===== config.mk =====
export PLATFORM = sky130hd
export DESIGN_NAME = tdc_meas_ctrl_flat
export DESIGN_NICKNAME = d
export VERILOG_FILES = /design/src/rtl/tdc_meas_if.sv /design/src/rtl/tdc_meas_ctrl.sv /design/src/flat_wrapper.sv
export SDC_FILE = /design/constraint.sdc
export NUM_CORES = 1
export LEC_CHECK = 0
export BUFFER_PORTS_ARGS = -buffer_cell sky130_fd_sc_hd__buf_2
export CORE_AREA = 8 8 92 94
export CTS_CLUSTER_SIZE = 14
export DETAILED_ROUTE_END_ITERATION = 12
export DIE_AREA = 0 0 100 102
export PLACE_DENSITY = 0.74
export SLEW_MARGIN = 0
export SYNTH_ARGS = -nofsm -noshare
export SYNTH_HDL_FRONTEND = slang
export SYNTH_SLANG_ARGS = --single-unit

===== constraint.sdc =====
create_clock -name clk -period 2.3 [get_ports clk]
set_clock_uncertainty 0.1 [all_clocks]
set_input_delay 0.46 -clock clk [delete_from_list [all_inputs] [get_ports clk]]
set_output_delay 0.46 -clock clk [all_outputs]
set_load 0.01 [all_outputs]

===== src/rtl/tdc_meas_if.sv =====
// tdc_meas_if -- bundles the TDC measurement controller's handshake and result bus.
//
// Signals:
//   en, start       : global enable and burst request (consumer -> controller)
//   busy            : controller is not idle
//   launch, cap     : one-cycle TDC start-edge and delay-line capture pulses
//   pc_en, pc_y     : popcount enable (out) and popcount result (in)
//   res_valid/ready : result handshake
//   res_sum/min/max : burst statistics
//   res_ovr/unr     : some sample hit full-scale / zero
//
// Modports:
//   master : the controller side
//   slave  : the environment side (requester, popcount, result consumer)
interface tdc_meas_if #(
    parameter int W        = 7,
    parameter int AVG_LOG2 = 3
);
    logic                    en;
    logic                    start;
    logic                    busy;
    logic                    launch;
    logic                    cap;
    logic                    pc_en;
    logic [W-1:0]            pc_y;
    logic                    res_valid;
    logic                    res_ready;
    logic [W+AVG_LOG2-1:0]   res_sum;
    logic [W-1:0]            res_min;
    logic [W-1:0]            res_max;
    logic                    res_ovr;
    logic                    res_unr;

    modport master (
        input  en, start, pc_y, res_ready,
        output busy, launch, cap, pc_en, res_valid,
               res_sum, res_min, res_max, res_ovr, res_unr
    );

    modport slave (
        output en, start, pc_y, res_ready,
        input  busy, launch, cap, pc_en, res_valid,
               res_sum, res_min, res_max, res_ovr, res_unr
    );
endinterface


===== src/rtl/tdc_meas_ctrl.sv =====
// tdc_meas_ctrl -- sequences a burst of 2^AVG_LOG2 TDC samples (launch, settle,
// capture, wait for popcount, accumulate) and presents sum/min/max and range
// flags of the burst through a valid/ready result port.
//
// Ports:
//   clk  : sole clock, rising edge
//   rst  : synchronous active-high reset
//   bus  : tdc_meas_if.master -- en/start in, busy/launch/cap/pc_en out,
//          pc_y in, res_valid/res_* out, res_ready in
module tdc_meas_ctrl #(
    parameter int N        = 64,
    parameter int W        = $clog2(N) + 1,
    parameter int AVG_LOG2 = 3,
    parameter int SETTLE   = 2,
    parameter int PC_LAT   = 2
) (
    input  logic          clk,
    input  logic          rst,
    tdc_meas_if.master    bus
);
    localparam int SW          = W + AVG_LOG2;
    localparam int SCW         = AVG_LOG2 + 1;
    localparam int CNT_MAX     = (SETTLE > PC_LAT) ? SETTLE : PC_LAT;
    localparam int CW          = $clog2(CNT_MAX + 1);
    localparam int SETTLE_LAST = SETTLE - 1;
    // WAIT_PC is unreachable when PC_LAT is 1; keep the terminal count non-negative
    localparam int WAIT_LAST   = (PC_LAT >= 2) ? PC_LAT - 2 : 0;
    localparam logic [SCW-1:0] LAST_SAMPLE = SCW'((1 << AVG_LOG2) - 1);

    typedef enum logic [2:0] {
        ST_IDLE,
        ST_LAUNCH,
        ST_SETTLE,
        ST_CAPTURE,
        ST_WAIT_PC,
        ST_ACCUM,
        ST_DONE
    } state_t;

    state_t          state, state_next;
    logic [CW-1:0]   cnt, cnt_next;
    logic [SCW-1:0]  n_samples;
    logic [SW-1:0]   acc_sum;
    logic [W-1:0]    acc_min, acc_max;
    logic            acc_ovr, acc_unr;

    logic            clear_acc, do_accum, load_res;
    logic [SW-1:0]   sum_upd;
    logic [W-1:0]    min_upd, max_upd;
    logic            ovr_upd, unr_upd;

    // Accumulator values after folding in the current pc_y; the first sample of
    // a burst seeds min/max instead of comparing against stale contents.
    always_comb begin
        sum_upd = acc_sum + SW'(bus.pc_y);
        ovr_upd = acc_ovr | (bus.pc_y == W'(N));
        unr_upd = acc_unr | (bus.pc_y == '0);
        if (n_samples == '0) begin
            min_upd = bus.pc_y;
            max_upd = bus.pc_y;
        end else begin
            min_upd = (bus.pc_y < acc_min) ? bus.pc_y : acc_min;
            max_upd = (bus.pc_y > acc_max) ? bus.pc_y : acc_max;
        end
    end

    // Next-state and strobe decode. Everything is gated by en so a frozen
    // controller neither advances nor emits launch/cap/pc_en, which also keeps
    // exactly one launch and one cap per sample across en toggling.
    always_comb begin
        state_next = state;
        cnt_next   = cnt;
        clear_acc  = 1'b0;
        do_accum   = 1'b0;
        load_res   = 1'b0;
        bus.launch = 1'b0;
        bus.cap    = 1'b0;
        bus.pc_en  = 1'b0;
        if (bus.en) begin
            case (state)
                ST_IDLE: begin
                    if (bus.start) begin
                        state_next = ST_LAUNCH;
                        clear_acc  = 1'b1;
                    end
                end
                ST_LAUNCH: begin
                    bus.launch = 1'b1;
                    cnt_next   = '0;
                    state_next = ST_SETTLE;
                end
                ST_SETTLE: begin
                    if (cnt == CW'(SETTLE_LAST)) begin
                        cnt_next   = '0;
                        state_next = ST_CAPTURE;
                    end else begin
                        cnt_next = cnt + CW'(1);
                    end
                end
                ST_CAPTURE: begin
                    bus.cap    = 1'b1;
                    bus.pc_en  = 1'b1;
                    cnt_next   = '0;
                    state_next = (PC_LAT == 1) ? ST_ACCUM : ST_WAIT_PC;
                end
                ST_WAIT_PC: begin
                    bus.pc_en = 1'b1;
                    if (cnt == CW'(WAIT_LAST)) begin
                        cnt_next   = '0;
                        state_next = ST_ACCUM;
                    end else begin
                        cnt_next = cnt + CW'(1);
                    end
                end
                ST_ACCUM: begin
                    bus.pc_en = 1'b1;
                    do_accum  = 1'b1;
                    if (n_samples == LAST_SAMPLE) begin
                        load_res   = 1'b1;
                        state_next = ST_DONE;
                    end else begin
                        state_next = ST_LAUNCH;
                    end
                end
                ST_DONE: begin
                    if (bus.res_ready) begin
                        state_next = ST_IDLE;
                    end
                end
                default: state_next = ST_IDLE;
            endcase
        end
    end

    assign bus.busy      = (state != ST_IDLE);
    assign bus.res_valid = (state == ST_DONE);

    // State, counters and accumulators. Results are loaded on the ACCUM->DONE
    // transition from the updated accumulators so the final sample is included,
    // and are otherwise held until the next burst completes.
    always_ff @(posedge clk) begin
        if (rst) begin
            state       <= ST_IDLE;
            cnt         <= '0;
            n_samples   <= '0;
            acc_sum     <= '0;
            acc_min     <= '0;
            acc_max     <= '0;
            acc_ovr     <= 1'b0;
            acc_unr     <= 1'b0;
            bus.res_sum <= '0;
            bus.res_min <= '0;
            bus.res_max <= '0;
            bus.res_ovr <= 1'b0;
            bus.res_unr <= 1'b0;
        end else begin
            state <= state_next;
            cnt   <= cnt_next;
            if (clear_acc) begin
                n_samples <= '0;
                acc_sum   <= '0;
                acc_min   <= '0;
                acc_max   <= '0;
                acc_ovr   <= 1'b0;
                acc_unr   <= 1'b0;
            end
            if (do_accum) begin
                n_samples <= n_samples + SCW'(1);
                acc_sum   <= sum_upd;
                acc_min   <= min_upd;
                acc_max   <= max_upd;
                acc_ovr   <= ovr_upd;
                acc_unr   <= unr_upd;
            end
            if (load_res) begin
                bus.res_sum <= sum_upd;
                bus.res_min <= min_upd;
                bus.res_max <= max_upd;
                bus.res_ovr <= ovr_upd;
                bus.res_unr <= unr_upd;
            end
        end
    end
endmodule


===== src/flat_wrapper.sv =====
// flat-port wrapper written by rule: the top's interface ports become plain ports
module tdc_meas_ctrl_flat 
#(
    parameter int N        = 64,
    parameter int W        = $clog2(N) + 1,
    parameter int AVG_LOG2 = 3,
    parameter int SETTLE   = 2,
    parameter int PC_LAT   = 2
)
  (clk, rst, bus_en, bus_start, bus_pc_y, bus_res_ready, bus_busy, bus_launch, bus_cap, bus_pc_en, bus_res_valid, bus_res_sum, bus_res_min, bus_res_max, bus_res_ovr, bus_res_unr);
  tdc_meas_if #(.W(W), .AVG_LOG2(AVG_LOG2)) bus_i ();
  input  logic clk;
  input  logic rst;
  input wire logic [$bits(bus_i.en)-1:0] bus_en;
  input wire logic [$bits(bus_i.start)-1:0] bus_start;
  input wire logic [$bits(bus_i.pc_y)-1:0] bus_pc_y;
  input wire logic [$bits(bus_i.res_ready)-1:0] bus_res_ready;
  output wire logic [$bits(bus_i.busy)-1:0] bus_busy;
  output wire logic [$bits(bus_i.launch)-1:0] bus_launch;
  output wire logic [$bits(bus_i.cap)-1:0] bus_cap;
  output wire logic [$bits(bus_i.pc_en)-1:0] bus_pc_en;
  output wire logic [$bits(bus_i.res_valid)-1:0] bus_res_valid;
  output wire logic [$bits(bus_i.res_sum)-1:0] bus_res_sum;
  output wire logic [$bits(bus_i.res_min)-1:0] bus_res_min;
  output wire logic [$bits(bus_i.res_max)-1:0] bus_res_max;
  output wire logic [$bits(bus_i.res_ovr)-1:0] bus_res_ovr;
  output wire logic [$bits(bus_i.res_unr)-1:0] bus_res_unr;
  assign bus_i.en = bus_en;
  assign bus_i.start = bus_start;
  assign bus_i.pc_y = bus_pc_y;
  assign bus_i.res_ready = bus_res_ready;
  assign bus_busy = bus_i.busy;
  assign bus_launch = bus_i.launch;
  assign bus_cap = bus_i.cap;
  assign bus_pc_en = bus_i.pc_en;
  assign bus_res_valid = bus_i.res_valid;
  assign bus_res_sum = bus_i.res_sum;
  assign bus_res_min = bus_i.res_min;
  assign bus_res_max = bus_i.res_max;
  assign bus_res_ovr = bus_i.res_ovr;
  assign bus_res_unr = bus_i.res_unr;
  tdc_meas_ctrl #(.N(N), .W(W), .AVG_LOG2(AVG_LOG2), .SETTLE(SETTLE), .PC_LAT(PC_LAT)) u_core (.clk(clk), .rst(rst), .bus(bus_i));
endmodule

# Word-level counts from Yosys, hierarchy flattened
# Index checks and enable logic that the tools add are counted.
[classes]
n_addsub = 3
multipliers = 0
div = 0
n_lt_le_gt_ge = 2
n_eq_ne = 13
shift = 0
muxes = 37
bitwise_logic = 2
reduce_logical = 11
[op_table]
columns = ["cell", "count"]
rows = [
  ["2-to-1 mux 7 bit", 7],
  ["one-hot mux 3 bit (7 select lines)", 1],
  ["2-to-1 mux 10 bit", 2],
  ["2-to-1 mux 1 bit", 17],
  ["2-to-1 mux 3 bit", 5],
  ["adder 10 x 7 -> 10 bit", 1],
  ["== test 3 bit (second input constant)", 3],
  ["2-to-1 mux 4 bit", 2],
  ["== test 7 bit (second input constant)", 1],
  ["> comparator 7 bit", 1],
  ["logical NOT 7 bit", 1],
  ["less-than comparator 7 bit", 1],
  ["== test 3 x 2 -> 1 bit (second input constant)", 2],
  ["one-hot mux 2 bit (3 select lines)", 1],
  ["nonzero test 3 bit", 2],
  ["AND reduction 5 bit", 1],
  ["adder 4 x 1 -> 4 bit (second input constant)", 1],
  ["== test 4 x 3 -> 1 bit (second input constant)", 1],
  ["logical NOT 4 bit", 1],
  ["2-to-1 mux 2 bit", 2],
  ["!= test 2 x 1 -> 1 bit (second input constant)", 2],
  ["!= test 2 bit (second input constant)", 2],
  ["== test 3 x 1 -> 1 bit (second input constant)", 1],
  ["logical NOT 3 bit", 1],
  ["8 further kinds", 9],
]
[totals]
ff_bits = 61
latch_bits = 0
mem_bits_rw = 0
mem_bits_ro = 0
input_bits = 12
out_inout_bits = 31
elab_cells = 81
mem_count = 0

# Longest topological paths before layout
[depth]
word_depth = 5
mapped_depth = 8

# Worst setup path before layout
# No wires, ideal clock.
[synth_timing]
path_kind = "input to register"
startpoint = "input port bus_pc_y[0]"
endpoint = "register u_core.acc_sum[8]"
setup_time_ns = 0.078
arrival_ns = 2.105
required_ns = 2.122
slack_ns = 0.017
path_stages = 7
path_buffers = 0
cell_sequence = "ha_1 -> fa_1 -> a211o_1 -> and2_1 -> o211a_1 -> o211a_1 -> nor3_1"
[synth_via]
elab_chain_len = 2
[synth_lines]
columns = ["element", "line_no", "text"]
rows = [
  ["from (decl)", "flat_wrapper.sv:16", "input wire logic [$bits(bus_i.pc_y)-1:0] bus_pc_y;"],
  ["adder 10 x 7 -> 10 bit", "tdc_meas_ctrl.sv:55", "sum_upd = acc_sum + SW'(bus.pc_y);"],
  ["2-to-1 mux 10 bit", "tdc_meas_ctrl.sv:167", "if (do_accum) begin"],
  ["to (signal assigned)", "tdc_meas_ctrl.sv:169", "acc_sum <= sum_upd;"],
  ["to (decl)", "tdc_meas_ctrl.sv:43", "logic [SW-1:0] acc_sum;"],
]
# No other way between the ends.
# A chain may end at the register's enable or synchronous reset.

# Final worst setup path
[layout_timing]
startpoint = "register u_core.state[2]"
endpoint = "output port bus_pc_en"
[layout_via]
elab_chain_len = 4
[layout_lines]
columns = ["element", "line_no", "text"]
rows = [
  ["from (decl)", "tdc_meas_ctrl.sv:40", "state_t state, state_next;"],
  ["from (signal assigned)", "tdc_meas_ctrl.sv:157", "state <= state_next;"],
  ["== test 3 x 2 -> 1 bit or == test 3 bit (tied branches)", "tdc_meas_ctrl.sv:80", "case (state)"],
  ["OR reduction 3 bit (no source line) (*)", "n/a", ""],
  ["2-to-1 mux 1 bit (*)", "tdc_meas_ctrl.sv:80", ""],
  ["2-to-1 mux 1 bit (*)", "tdc_meas_ctrl.sv:79", "if (bus.en) begin"],
  ["to (decl)", "flat_wrapper.sv:21", "output wire logic [$bits(bus_i.pc_en)-1:0] bus_pc_en;"],
]
# Every way passes the cells marked *; elsewhere a longest branch is shown, timed or not.

==> results.tsv <==
stage	metric	value	unit
run_status	status	finished clean	
die	Initial Util	0.506	
sta	Fmax	458	MHz
grt	initial antenna violation count	0	
synth	most common cell in the netlist	dfxtp_1	
cts	CTS max path bufs	2	
grt	Overflow after GRT	0	
cts	CTS tree	yes	
worst_setup_path	CP top delay family	flip-flops	
worst_setup_path	CP most frequent cell	nor2b_1	
die	die area	10200	sq um
routing	DRT Pass-1 Iters	4	
routing	drt drc	0	
placement	gpl congestion	0.941	
finish	Post-Layout Inst Area	4310	sq um
die	Die X	100	microns
cts	Root Buffer	clkbuf_8	
grt	pin count of the biggest net entering global routing	42	
routing	Detailed Route WL	9470	microns
die	top-level I/O count	43	
worst_setup_path	reg2reg setup slack	0.12	ns
placement	post-DP HPWL	6800	microns
synth	Primary FF master, synth	dfxtp_1	
synth	sequential share of the synthesized area	0.342	
sta	Final Hold Fails	0	
die	core area	7060	sq um
worst_setup_path	Worst EP arrival	1.62	ns
sta	Setup TNS	0	ns
synth	Cells after Synth	423	
grt	first-pass GRT wire length	15700	microns
worst_setup_path	Setup crit start kind	register	
synth	Synth top area share	0.342	
synth	Post-synth ARST share	0	
synth	Syn Std Cell Area	3570	sq um
synth	Cell variety after synth	60	
synth	Synth area leader	dfxtp_1	
cts	htree depth	3	
finish	Antenna diodes	0	
cts	Reg clk slew, reported paths	0.07	ns
power_and_ir_drop	Pwr Density	518	nW/um^2
sta	Period Utilization, post-route	0.950	
sta	minimum clock period	2.18	ns
worst_setup_path	Crit Path Class	reg -> out	
finish	Non-Filler Instances	597	
die	FP Rows	31	
grt	vias in the first global route	3311	
routing	Vias/cell	5.88	
routing	drt initial violations	196	
synth	most area-consuming cells after synthesis	dfxtp_1, ha_1, nor2_1	
cts	clk sinks	61	
routing	DR WL/cell	15.9	microns
worst_setup_path	CP Max Fanout	14	
power_and_ir_drop	peak supply drop	285	uV
sta	# setup viols final	0	
synth	flops & latches, synth	61	
cts	Resized Gates After CTS	0	
placement	dpl cell area	4120	sq um
sta	RSZ-0062 raised after global routing	false	
synth	Mapped Nets	462	
cts	# hold bufs at CTS	0	
placement	Port Buffer Count	42	
sta	Slew Viols, Final	0	
finish	final core occ	0.611	
synth	most frequent cells after synthesis	dfxtp_1, nor2_1, nand2_1	
synth	YS warnings	0	
cts	post-CTS setup buffer count	0	
cts	CTS Buf Count	9	
worst_setup_path	slowest stage delay, CP	0.58	ns
finish	share of cells above drive strength 1	0.247	
placement	Inst Count DP	581	
synth	number of flops mapped to enable cells by yosys	0	
worst_setup_path	Critical Path RT	1.74	ns
routing	Detail Route Antenna Nets	0	
finish	Nets	532	
die	chip height	102	microns
cts	worst-skew pair later-pin latency	0.34	ns
sta	slew margin rel.	0.623	
flow_run	max-cap violations	0	
routing	Vias	3508	
synth	synthesized area per cell	8.44	sq um
worst_setup_path	worst path cell trace	nor2b_1, a21oi_1, nor2b_1, buf_2	
power_and_ir_drop	Lkg Pwr	1.80	nW
worst_setup_path	slowest cell on the critical path	dfxtp_1	
worst_setup_path	crit path buf inv count	1	
min_path	Min-Delay Path Class	reg -> reg	
sta	Worst Max-Slew Pin Slew	0.563	ns
grt	GRT Total Usage	0.190	
finish	area delta synth->final	20.7	%
worst_setup_path	Crit. End Element	output pin	
## layer usage
layer	up-vias	global-route usage	wire length, microns
li1	1715	-	-
met4	0	0.0570	92
met5	-	0	0
met3	8	0.0443	576
met2	108	0.340	4620
met1	1677	0.219	4190
## path summary, 6_finish.rpt
path                          start                    end  depth (start not counted)
setup reg to reg  u_core.acc_sum[0]  u_core.bus.res_sum[6]                          7
setup / recovery    u_core.state[2]              bus_pc_en                          4
hold reg to reg      u_core.acc_unr         u_core.acc_unr                          2
hold / removal       u_core.acc_unr         u_core.acc_unr                          2
## flip-flops by register name, summed over array words and instances (netlist names), 2 cells and up
register,cells
u_core.acc_sum,10
u_core.bus.res_sum,10
u_core.acc_max,7
u_core.acc_min,7
u_core.bus.res_max,7
u_core.bus.res_min,7
u_core.n_samples,4
u_core.state,3
u_core.cnt,2
## cell usage in the layout, fill, tap and decap left out, types with 12 or more instances in the layout
| cell | count |
|---|---|
| nand2_1 | 33 |
| inv_1 | 20 |
| nand3_1 | 12 |
| buf_4 | 42 |
| o21ai_0 | 19 |
| a21oi_1 | 25 |
| ha_1 | 26 |
| dfxtp_1 | 61 |
| nor2_1 | 45 |
| buf_2 | 42 |
## worst reg2reg max path, cell delays in order (launching register included)
cell      delay [ns]
dfxtp_1         0.32
ha_1            0.21
fa_1            0.39
a211o_1         0.32
a2111o_1        0.38
o311a_1         0.14
o21ai_0         0.15
and2_1          0.14
## cell families after synthesis
kind of cell               after synthesis  synth area share
AOI/OAI and AO/OA                      131             0.276
buffers and inverters                   46            0.0557
DFF                                     61             0.342
xor gates and xnor gates                 4           0.00981
muxes                                    4            0.0116
adders and majority gates               27            0.0967
and+or+nand+nor                        150             0.208
## report_power, final
part / switching [mW] / total, mW / internal, mW
clock: 0.425 / 0.948 / 0.523
sequential: 0.00537 / 1.06 / 1.06
combinational: 0.131 / 0.220 / 0.0890
## area by class of cell
class | count | area (sq um)
Sequential cell | 61 | 1220
Timing Repair Buffer | 85 | 546
Multi-Input combinational cell | 316 | 2150
Inverter | 20 | 75.1
Fill cell | 626 | 2750
Tap cell | 99 | 124
Clock buffer | 11 | 141
Clock inverter | 5 | 50.0
## stage by stage
stage               setup WS, ns  total power, mW  hold slack (ns)
detailed placement        -0.159             1.31            0.348
floorplan                 0.0170             1.21            0.333
global placement          -0.155             1.30            0.340
global route              0.0114             2.31            0.373
finish                     0.115             2.23            0.355
CTS                        0.116             2.24            0.351
Note: power is estimated with default switching activity, not from simulation.
